**config.mk**
```make
export PLATFORM = sky130hd
export DESIGN_NAME = column_feeder
export DESIGN_NICKNAME = d
export VERILOG_FILES = /design/src/rtl/cnn_pkg.sv /design/src/rtl/line_buffer.sv /design/src/rtl/column_feeder.sv
export SDC_FILE = /design/constraint.sdc
export NUM_CORES = 2
export LEC_CHECK = 0
export ABC_CLOCK_PERIOD_IN_PS = 19200
export CAP_MARGIN = 15
export CORE_MARGIN = 2
export CORE_UTILIZATION = 55
export CTS_CLUSTER_DIAMETER = 40
export DETAILED_ROUTE_END_ITERATION = 10
export PLACE_DENSITY = 0.69
export SLEW_MARGIN = 5
export SYNTH_ARGS = -nofsm -noshare
export SYNTH_HDL_FRONTEND = slang
export SYNTH_SLANG_ARGS = --single-unit
```
**constraint.sdc**
```tcl
create_clock -name clk -period 19.2 [get_ports clk]
set_clock_uncertainty 0.05 [all_clocks]
set_input_delay 3.84 -clock clk [delete_from_list [all_inputs] [get_ports clk]]
set_output_delay 3.84 -clock clk [all_outputs]
set_load 0.01 [all_outputs]
```
**src/rtl/cnn_pkg.sv**
```systemverilog
// Shared conv front-end helpers: column packing order agreed with SlidingWindow,
// plus default frame geometry and the counter widths derived from it.
package cnn_pkg;

  localparam int IMG_WIDTH_DEF  = 32;
  localparam int IMG_HEIGHT_DEF = 32;
  localparam int COL_CNT_W_DEF  = $clog2(IMG_WIDTH_DEF);
  localparam int ROW_CNT_W_DEF  = $clog2(IMG_HEIGHT_DEF);

  // Flat sample index of filter slot n, channel k, column row j (j=0 oldest row).
  function automatic int col_idx(input int n, input int k, input int j,
                                 input int kh, input int depth);
    return n * (kh * depth) + k * kh + j;
  endfunction

endpackage

```
**src/rtl/line_buffer.sv**
```systemverilog
// One image row of pixels: combinational read, write on the clock when we is high.
// Contents are deliberately not reset.
module line_buffer #(
  parameter int WORDS = 32,
  parameter int WIDTH = 48
) (
  input  logic                     clk,
  input  logic                     we,
  input  logic [$clog2(WORDS)-1:0] addr,
  input  logic [WIDTH-1:0]         wdata,
  output logic [WIDTH-1:0]         rdata
);

  logic [WIDTH-1:0] mem [WORDS];

  assign rdata = mem[addr];

  always_ff @(posedge clk) begin
    if (we) mem[addr] <= wdata;
  end

endmodule

```
**src/rtl/column_feeder.sv**
```systemverilog
// Raster pixel stream -> KERNEL_HEIGHT-tall columns for SlidingWindow, with a
// win_valid/coordinate pipeline aligned to SlidingWindow's window_out register.
module column_feeder
  import cnn_pkg::*;
#(
  parameter int KERNEL_WIDTH  = 3,
  parameter int KERNEL_HEIGHT = 3,
  parameter int DEPTH         = 3,
  parameter int NUM_FILTER    = 3,
  parameter int DATA_WIDTH    = 16,
  parameter int IMG_WIDTH     = IMG_WIDTH_DEF,
  parameter int IMG_HEIGHT    = IMG_HEIGHT_DEF
) (
  input  logic                                                clk,
  input  logic                                                reset,
  input  logic [DATA_WIDTH*DEPTH-1:0]                         pix_in,
  input  logic                                                pix_valid,
  input  logic                                                pix_sof,
  output logic                                                pix_ready,
  output logic [DATA_WIDTH*KERNEL_HEIGHT*DEPTH*NUM_FILTER-1:0] col_out,
  output logic                                                col_valid,
  output logic                                                win_valid,
  output logic [$clog2(IMG_HEIGHT)-1:0]                       win_row,
  output logic [$clog2(IMG_WIDTH)-1:0]                        win_col,
  output logic                                                frame_done
);

  localparam int RW   = $clog2(IMG_HEIGHT);
  localparam int CW   = $clog2(IMG_WIDTH);
  localparam int PW   = DATA_WIDTH * DEPTH;
  localparam int OW   = PW * KERNEL_HEIGHT * NUM_FILTER;
  localparam int NLB  = KERNEL_HEIGHT - 1;
  localparam int RUNW = $clog2(KERNEL_WIDTH + 1);

  localparam logic [CW-1:0]   LAST_COL  = CW'(IMG_WIDTH - 1);
  localparam logic [RW-1:0]   LAST_ROW  = RW'(IMG_HEIGHT - 1);
  localparam logic [RW-1:0]   FULL_ROW  = RW'(KERNEL_HEIGHT - 1);
  localparam logic [RUNW-1:0] RUN_MAX   = RUNW'(KERNEL_WIDTH);

  logic [RW-1:0]   row_cnt, cur_row, row_p1;
  logic [CW-1:0]   col_cnt, cur_col, col_p1;
  logic [RUNW-1:0] run_cnt, run_next;
  logic            accept, col_ok, win_hit, win_p1;
  logic [PW-1:0]   lb_rd [NLB];
  logic [PW-1:0]   lb_wr [NLB];
  logic [PW-1:0]   slot  [KERNEL_HEIGHT];
  logic [OW-1:0]   col_next;

  assign accept  = pix_valid & pix_ready;
  assign cur_row = pix_sof ? '0 : row_cnt;
  assign cur_col = pix_sof ? '0 : col_cnt;
  assign col_ok  = accept & (cur_row >= FULL_ROW);

  // Rows ripple down the chain: lb[r] holds the row r+1 above the incoming pixel.
  for (genvar r = 0; r < NLB; r++) begin : g_lb
    if (r == 0) begin : g_head
      assign lb_wr[r] = pix_in;
    end else begin : g_tail
      assign lb_wr[r] = lb_rd[r-1];
    end
    line_buffer #(
      .WORDS (IMG_WIDTH),
      .WIDTH (PW)
    ) u_lb (
      .clk   (clk),
      .we    (accept),
      .addr  (cur_col),
      .wdata (lb_wr[r]),
      .rdata (lb_rd[r])
    );
    assign slot[KERNEL_HEIGHT-2-r] = lb_rd[r];
  end
  assign slot[KERNEL_HEIGHT-1] = pix_in;

  for (genvar n = 0; n < NUM_FILTER; n++) begin : g_filt
    for (genvar k = 0; k < DEPTH; k++) begin : g_chan
      for (genvar j = 0; j < KERNEL_HEIGHT; j++) begin : g_row
        assign col_next[col_idx(n, k, j, KERNEL_HEIGHT, DEPTH)*DATA_WIDTH +: DATA_WIDTH] =
          slot[j][k*DATA_WIDTH +: DATA_WIDTH];
      end
    end
  end

  // SlidingWindow shifts every clock, so any cycle without a column breaks the run.
  always_comb begin
    run_next = '0;
    if (col_ok) begin
      if (cur_col == '0)         run_next = RUNW'(1);
      else if (run_cnt == RUN_MAX) run_next = RUN_MAX;
      else                       run_next = run_cnt + RUNW'(1);
    end
  end

  assign win_hit = col_ok & (run_next == RUN_MAX);

  always_ff @(posedge clk) begin
    if (reset) begin
      pix_ready  <= 1'b0;
      row_cnt    <= '0;
      col_cnt    <= '0;
      run_cnt    <= '0;
      col_out    <= '0;
      col_valid  <= 1'b0;
      win_p1     <= 1'b0;
      row_p1     <= '0;
      col_p1     <= '0;
      win_valid  <= 1'b0;
      win_row    <= '0;
      win_col    <= '0;
      frame_done <= 1'b0;
    end else begin
      pix_ready  <= 1'b1;
      run_cnt    <= run_next;
      col_valid  <= col_ok;
      win_p1     <= win_hit;
      row_p1     <= win_hit ? cur_row : '0;
      col_p1     <= win_hit ? cur_col : '0;
      win_valid  <= win_p1;
      win_row    <= row_p1;
      win_col    <= col_p1;
      frame_done <= accept & (cur_row == LAST_ROW) & (cur_col == LAST_COL);
      if (accept) begin
        col_out <= col_next;
        if (cur_col == LAST_COL) begin
          col_cnt <= '0;
          row_cnt <= (cur_row == LAST_ROW) ? '0 : cur_row + RW'(1);
        end else begin
          col_cnt <= cur_col + CW'(1);
          row_cnt <= cur_row;
        end
      end
    end
  end

endmodule

```
Yosys cells after proc, flatten, opt, wreduce, memory -nomap -nowiden
Memory sizes are Yosys's and may differ from the RTL's.
Cells that the tools add are included.
- memories: 2
- register bits: 469
- bits in writable memories: 3072
- equal/unequal tests: 4
- bitwise gates (word level): 6
- reduce and logical (&&, ||, !) cells: 2
- $add $sub $neg: 3
- magnitude comparators: 1
- multiplexer cells: 11
- memories (name ; words ; bits a word ; read ports ; clocked after memory_dff ; write ports ; line ; text):
    g_lb[0].u_lb.mem ; 32 ; 48 ; 1 ; 0 ; 1 ; line_buffer.sv:14 ; logic [WIDTH-1:0] mem [WORDS];
    g_lb[1].u_lb.mem ; 32 ; 48 ; 1 ; 0 ; 1 ; line_buffer.sv:14 ;
- operators with widths (operator ; count):
    5-bit two-way mux ; 5
    5-bit by 1-bit adder with 5-bit output, second input constant ; 2
    5-bit equality test, second input constant ; 2
    2-bit two-way mux ; 3
    1-bit AND ; 5
    5-bit by 2-bit >= comparator with 1-bit output, second input constant ; 1
    5-bit zero test ; 1
    2-bit equality test, second input constant ; 2
    1-bit two-way mux ; 3
    2-bit by 1-bit adder with 2-bit output, second input constant ; 1
    2-bit OR reduction ; 1
    1-bit inverter ; 1

Depth between registers and ports, before layout
- depth in word-level cells: 8
- depth in mapped cells: 14
- depth with buffers taken out: 10

Cells and area by module
Synthesis repeated with hierarchy kept, for this count alone.
- cell total of the unflattened synthesis: 7188
- area, all modules: 124749.6 µm²
- modules (own cells, without submodules) (module ; area each (µm²) ; instances ; cells each):
    line_buffer ; 58157.0 ; 2 ; 3068
    column_feeder ; 8435.6 ; 1 ; 1052

Least setup slack after synthesis
No wires, ideal clock.
- kind: input port to flip-flop
- start: input pix_sof
- end: memory g_lb[0].u_lb.mem[19][0] (enable)
- arrival: 11659 ps
- library setup time: 668 ps
- required time: 18482 ps
- slack: 6823 ps
- path buffers: 3
- stages: 8
- path through: nand2b_1 buf_2 inv_2 buf_2 clkbuf_1 ha_1 nand3_1 nor3_1
- cells in the longest elaborated chain, start to end: 1
- RTL lines (what ; line ; text):
    start: declaration ; column_feeder.sv:18 ; input logic pix_sof,
    5-bit two-way mux ; column_feeder.sv:51 ; assign cur_col = pix_sof ? '0 : col_cnt;
    net cur_col[1] ; column_feeder.sv:41 ; logic [CW-1:0] col_cnt, cur_col, col_p1;
    end: declaration ; line_buffer.sv:14 ;
The timed path passes the listed nets, and every way through them passes these cells.

Final worst setup path
- start: input pix_sof
- end: memory g_lb[0].u_lb.mem[22][47] (enable)
- cells in the longest elaborated chain, start to end: 1
- RTL lines (what ; line):
    5-bit two-way mux ; column_feeder.sv:51
Every way passes these cells.

==> impl_metrics.env <==
export IMPL_synth_area_leaders="edfxtp_1 72%, mux4_2 4.8%, dfxtp_1 2.8%"
export IMPL_arrival_ns=8.55
export IMPL_fillers=15600
export IMPL_yosysWarnings=0
export IMPL_gp_congestion=0.848
export IMPL_core_um2=232000
export IMPL_start_kind="input pin"
export IMPL_num_vias=75500
export IMPL_fp_row_count=177
export IMPL_hpwlAfterDp_um=190000
export IMPL_max_stage_delay_ns=0.90
export IMPL_drc=0
export IMPL_ys_seq_elements=3253
export IMPL_portBuffers=497
export IMPL_area_growth_pct=16.1
export IMPL_drt_wirelength_per_cell_um=32.8
export IMPL_routed_wl_um=368000
export IMPL_layout_drive_gt1_share_pct=16.0
export IMPL_die_area_um2=237000
export IMPL_grt_use_total_pct=30.7
export IMPL_synth_top_flop_cell="edfxtp_1"
export IMPL_synth_largest_area_cell="edfxtp_1"
export IMPL_final_antenna_net_count=0
export IMPL_critPathKind="in2reg"
export IMPL_grt_pass1_wl_um=525000
export IMPL_grt_setup_unrepaired="no"
export IMPL_regArea_um2=95900
export IMPL_slew_viol_final=0
export IMPL_min_path_type="reg2reg"
export IMPL_synthArstFlopShare_pct=0
export IMPL_post_place_cells=10400
export IMPL_numCtsBuffers=423
export IMPL_required_ns=19.72
export IMPL_min_period_over_period_pct=41.8
export IMPL_critPathMostFrequentCell="buf_4"
export IMPL_ios=498
export IMPL_final_net_count=7894
export IMPL_syn_inst=7545
export IMPL_hold_buffers=0
export IMPL_hold_viol=0
export IMPL_fin_cells=11200
export IMPL_cts_tree="yes"
export IMPL_synth_top_area_share_pct=71.9
export IMPL_netlist_area_um2=128000
export IMPL_worst_setup_path_end_kind="flip-flop"
export IMPL_first_pass_iters=6
export IMPL_multiInputGateArea_um2=28000
export IMPL_tns_ns=0
export IMPL_drtIter0Drc=11500
export IMPL_grt_overflow_total=0
export IMPL_total_power_mw=16.6
export IMPL_synth_edf_count=3072
export IMPL_path_cells="buf_8 -> nand2b_4 -> inv_4 -> ha_1 -> nand2_1 -> nor2_4 -> buf_4 -> buf_4"
export IMPL_clkSlewWorstSetupHoldPaths_ns=0.06
export IMPL_initial_core_util_pct=55.2
export IMPL_clk_insertion_delay_late_ns=0.98
export IMPL_synth_fp_nets=7604
export IMPL_dieHeight_um=487
export IMPL_cts_root_buf="clkbuf_16"
export IMPL_postCtsSetupRepairBufs=0
export IMPL_finalCriticalPeriod_ns=8.03
export IMPL_syn_avg_cell_area_um2=17.0
export IMPL_setup_viol=0
export IMPL_post_drt_via_cell_ratio=6.72
export IMPL_slowest_stage="nor2_4"
export IMPL_ctsLongestPathBuffers=4
export IMPL_relSlewSlack_pct=14.1
export IMPL_grt_antenna_before_repair=6
export IMPL_clock_sinks=3253
export IMPL_cts_resized=0
export IMPL_chipWidth_um=487
export IMPL_power_density_nw_per_um2=111
export IMPL_vdd_drop_max_uv=89.4
export IMPL_yosysSeqAreaShare_pct=74.7
export IMPL_status="complete, no violations"
export IMPL_p_leak_nw=46.5
export IMPL_fmax_ghz=0.125
export IMPL_grt_pass1_vias=73400
export IMPL_tightest_slew_ns=1.29
export IMPL_path_max_fanout=60
export IMPL_yosysUniqueCellTypes=66
export IMPL_drv_cap=0
export IMPL_grt_max_degree=140
export IMPL_h_tree_depth=5
[cells by family after synthesis]
family / Yosys count / synth area share, %
compound gates: 1728 / 9.31
xor+xnor: 2 / 0.0137
fa+ha+maj: 7 / 0.0683
buf+inv: 847 / 3.72
flops: 3253 / 74.7
mux: 625 / 7.61
simple gates: 1083 / 4.55
[layout by cell type (no fill, tap or decap), types with 10 or more instances in the layout]
master and instances:
clkdlybuf4s50_1 483, inv_8 14, mux4_2 275, o22ai_1 94, a31oi_1 97, nor4_1 47
o21ai_0 229, clkinv_4 49, mux2i_1 301, o211ai_1 94, nand2b_1 49, edfxtp_1 3072
nand2_1 404, o21bai_1 46, bufinv_16 52, buf_8 10, a311oi_1 46, buf_4 177
buf_12 13, and4_1 44, buf_2 12, clkinv_1 39, clkinv_2 41, nand3b_1 48
o21ai_1 62, nor2_4 30, o221ai_1 55, a22oi_1 282, nor2_1 19, clkbuf_16 429
nor2b_1 387, a211oi_1 149, dfxtp_1 178, a221oi_1 236, a21oi_1 253, clkinvlp_4 54
inv_6 42, a211o_1 49, mux2_2 49, clkbuf_1 36
[worst max-delay path, delay by kind of cell]
| kind | cells | cell delay (ns) |
|---|---|---|
| adder cells (fa/ha/maj) | 1 | 0.30 |
| buffers and inverters | 4 | 2.37 |
| AND/OR/NAND/NOR | 3 | 1.50 |
[final cells by class]
cell class / count / share of cell area, %
flip-flops and latches: 3253 / 64.4
repair buffers: 702 / 4.58
clock inverters: 297 / 2.27
inverters: 10 / 0.0387
multi-input cells: 3445 / 18.8
diodes: 6 / 0.0101
clock buffers: 471 / 7.36
well taps: 3043 / 2.56
[Yosys cell counts (31+ instances only)]
cell	number
mux4_2	275
dfxtp_1	181
a21oi_1	253
o21ai_0	229
nor2b_1	388
a221oi_1	236
a311oi_1	46
and4_1	44
a22oi_1	282
buf_4	331
nor2_1	47
edfxtp_1	3072
o211ai_1	94
o21bai_1	46
o221ai_1	55
a211oi_1	149
nor4_1	47
mux2_2	49
mux2i_1	301
nand2_1	411
nand2b_1	51
o21ai_1	62
a31oi_1	97
buf_1	31
nand3b_1	48
o22ai_1	94
a211o_1	49
buf_2	207
clkbuf_1	258
[power by group]
| group | internal [mW] | leakage [nW] | total (mW) | switching (mW) |
|---|---|---|---|---|
| combinational | 0.263 | 10.6 | 0.749 | 0.485 |
| clock | 4.86 | 6.86 | 7.94 | 3.09 |
| sequential | 7.83 | 29.1 | 7.88 | 0.0466 |
[metrics by stage]
stage | cell area [um2] | hold slack, ns | utilization (%) | worst slack (ns)
floorplan | 128000 | 0.364 | - | 6.82
global placement | 134000 | 0.377 | 57.8 | 10.30
detailed placement | 134000 | 0.374 | 57.8 | 10.25
CTS | 149000 | 0.394 | 63.9 | 11.27
global route | 149000 | 0.405 | 64.1 | 11.23
finish | 149000 | 0.390 | 64.1 | 11.17
[worst paths after layout]
check,slack (ns),to,cells past startpoint,start
worst max-delay path,11.17,g_lb[0].u_lb.mem[22][47],8,pix_sof
worst min-delay path,0.39,win_valid,1,win_p1
worst max register to register,13.52,g_lb[0].u_lb.mem[22][47],7,col_cnt[1]
worst min register to register,0.39,win_valid,1,win_p1
[sequential cells by signal (all words and copies together) (netlist names), 2 cells and up]
| signal | cells |
|---|---|
| run_cnt | 2 |
| win_col | 5 |
| row_cnt | 5 |
| row_p1 | 5 |
| col_cnt | 5 |
| col_out | 144 |
| win_row | 5 |
| g_lb.u_lb.mem | 3072 |
| col_p1 | 5 |
[layer usage]
layer	track usage (%)	routed length [um]	part of all wire (%)
met4	11.7	14800	4.0
met5	0	13	0.0035
met1	43.5	140000	38
met3	5.62	41400	11
met2	47.9	172000	47
No activity file was read; power rests on OpenSTA's default activity.
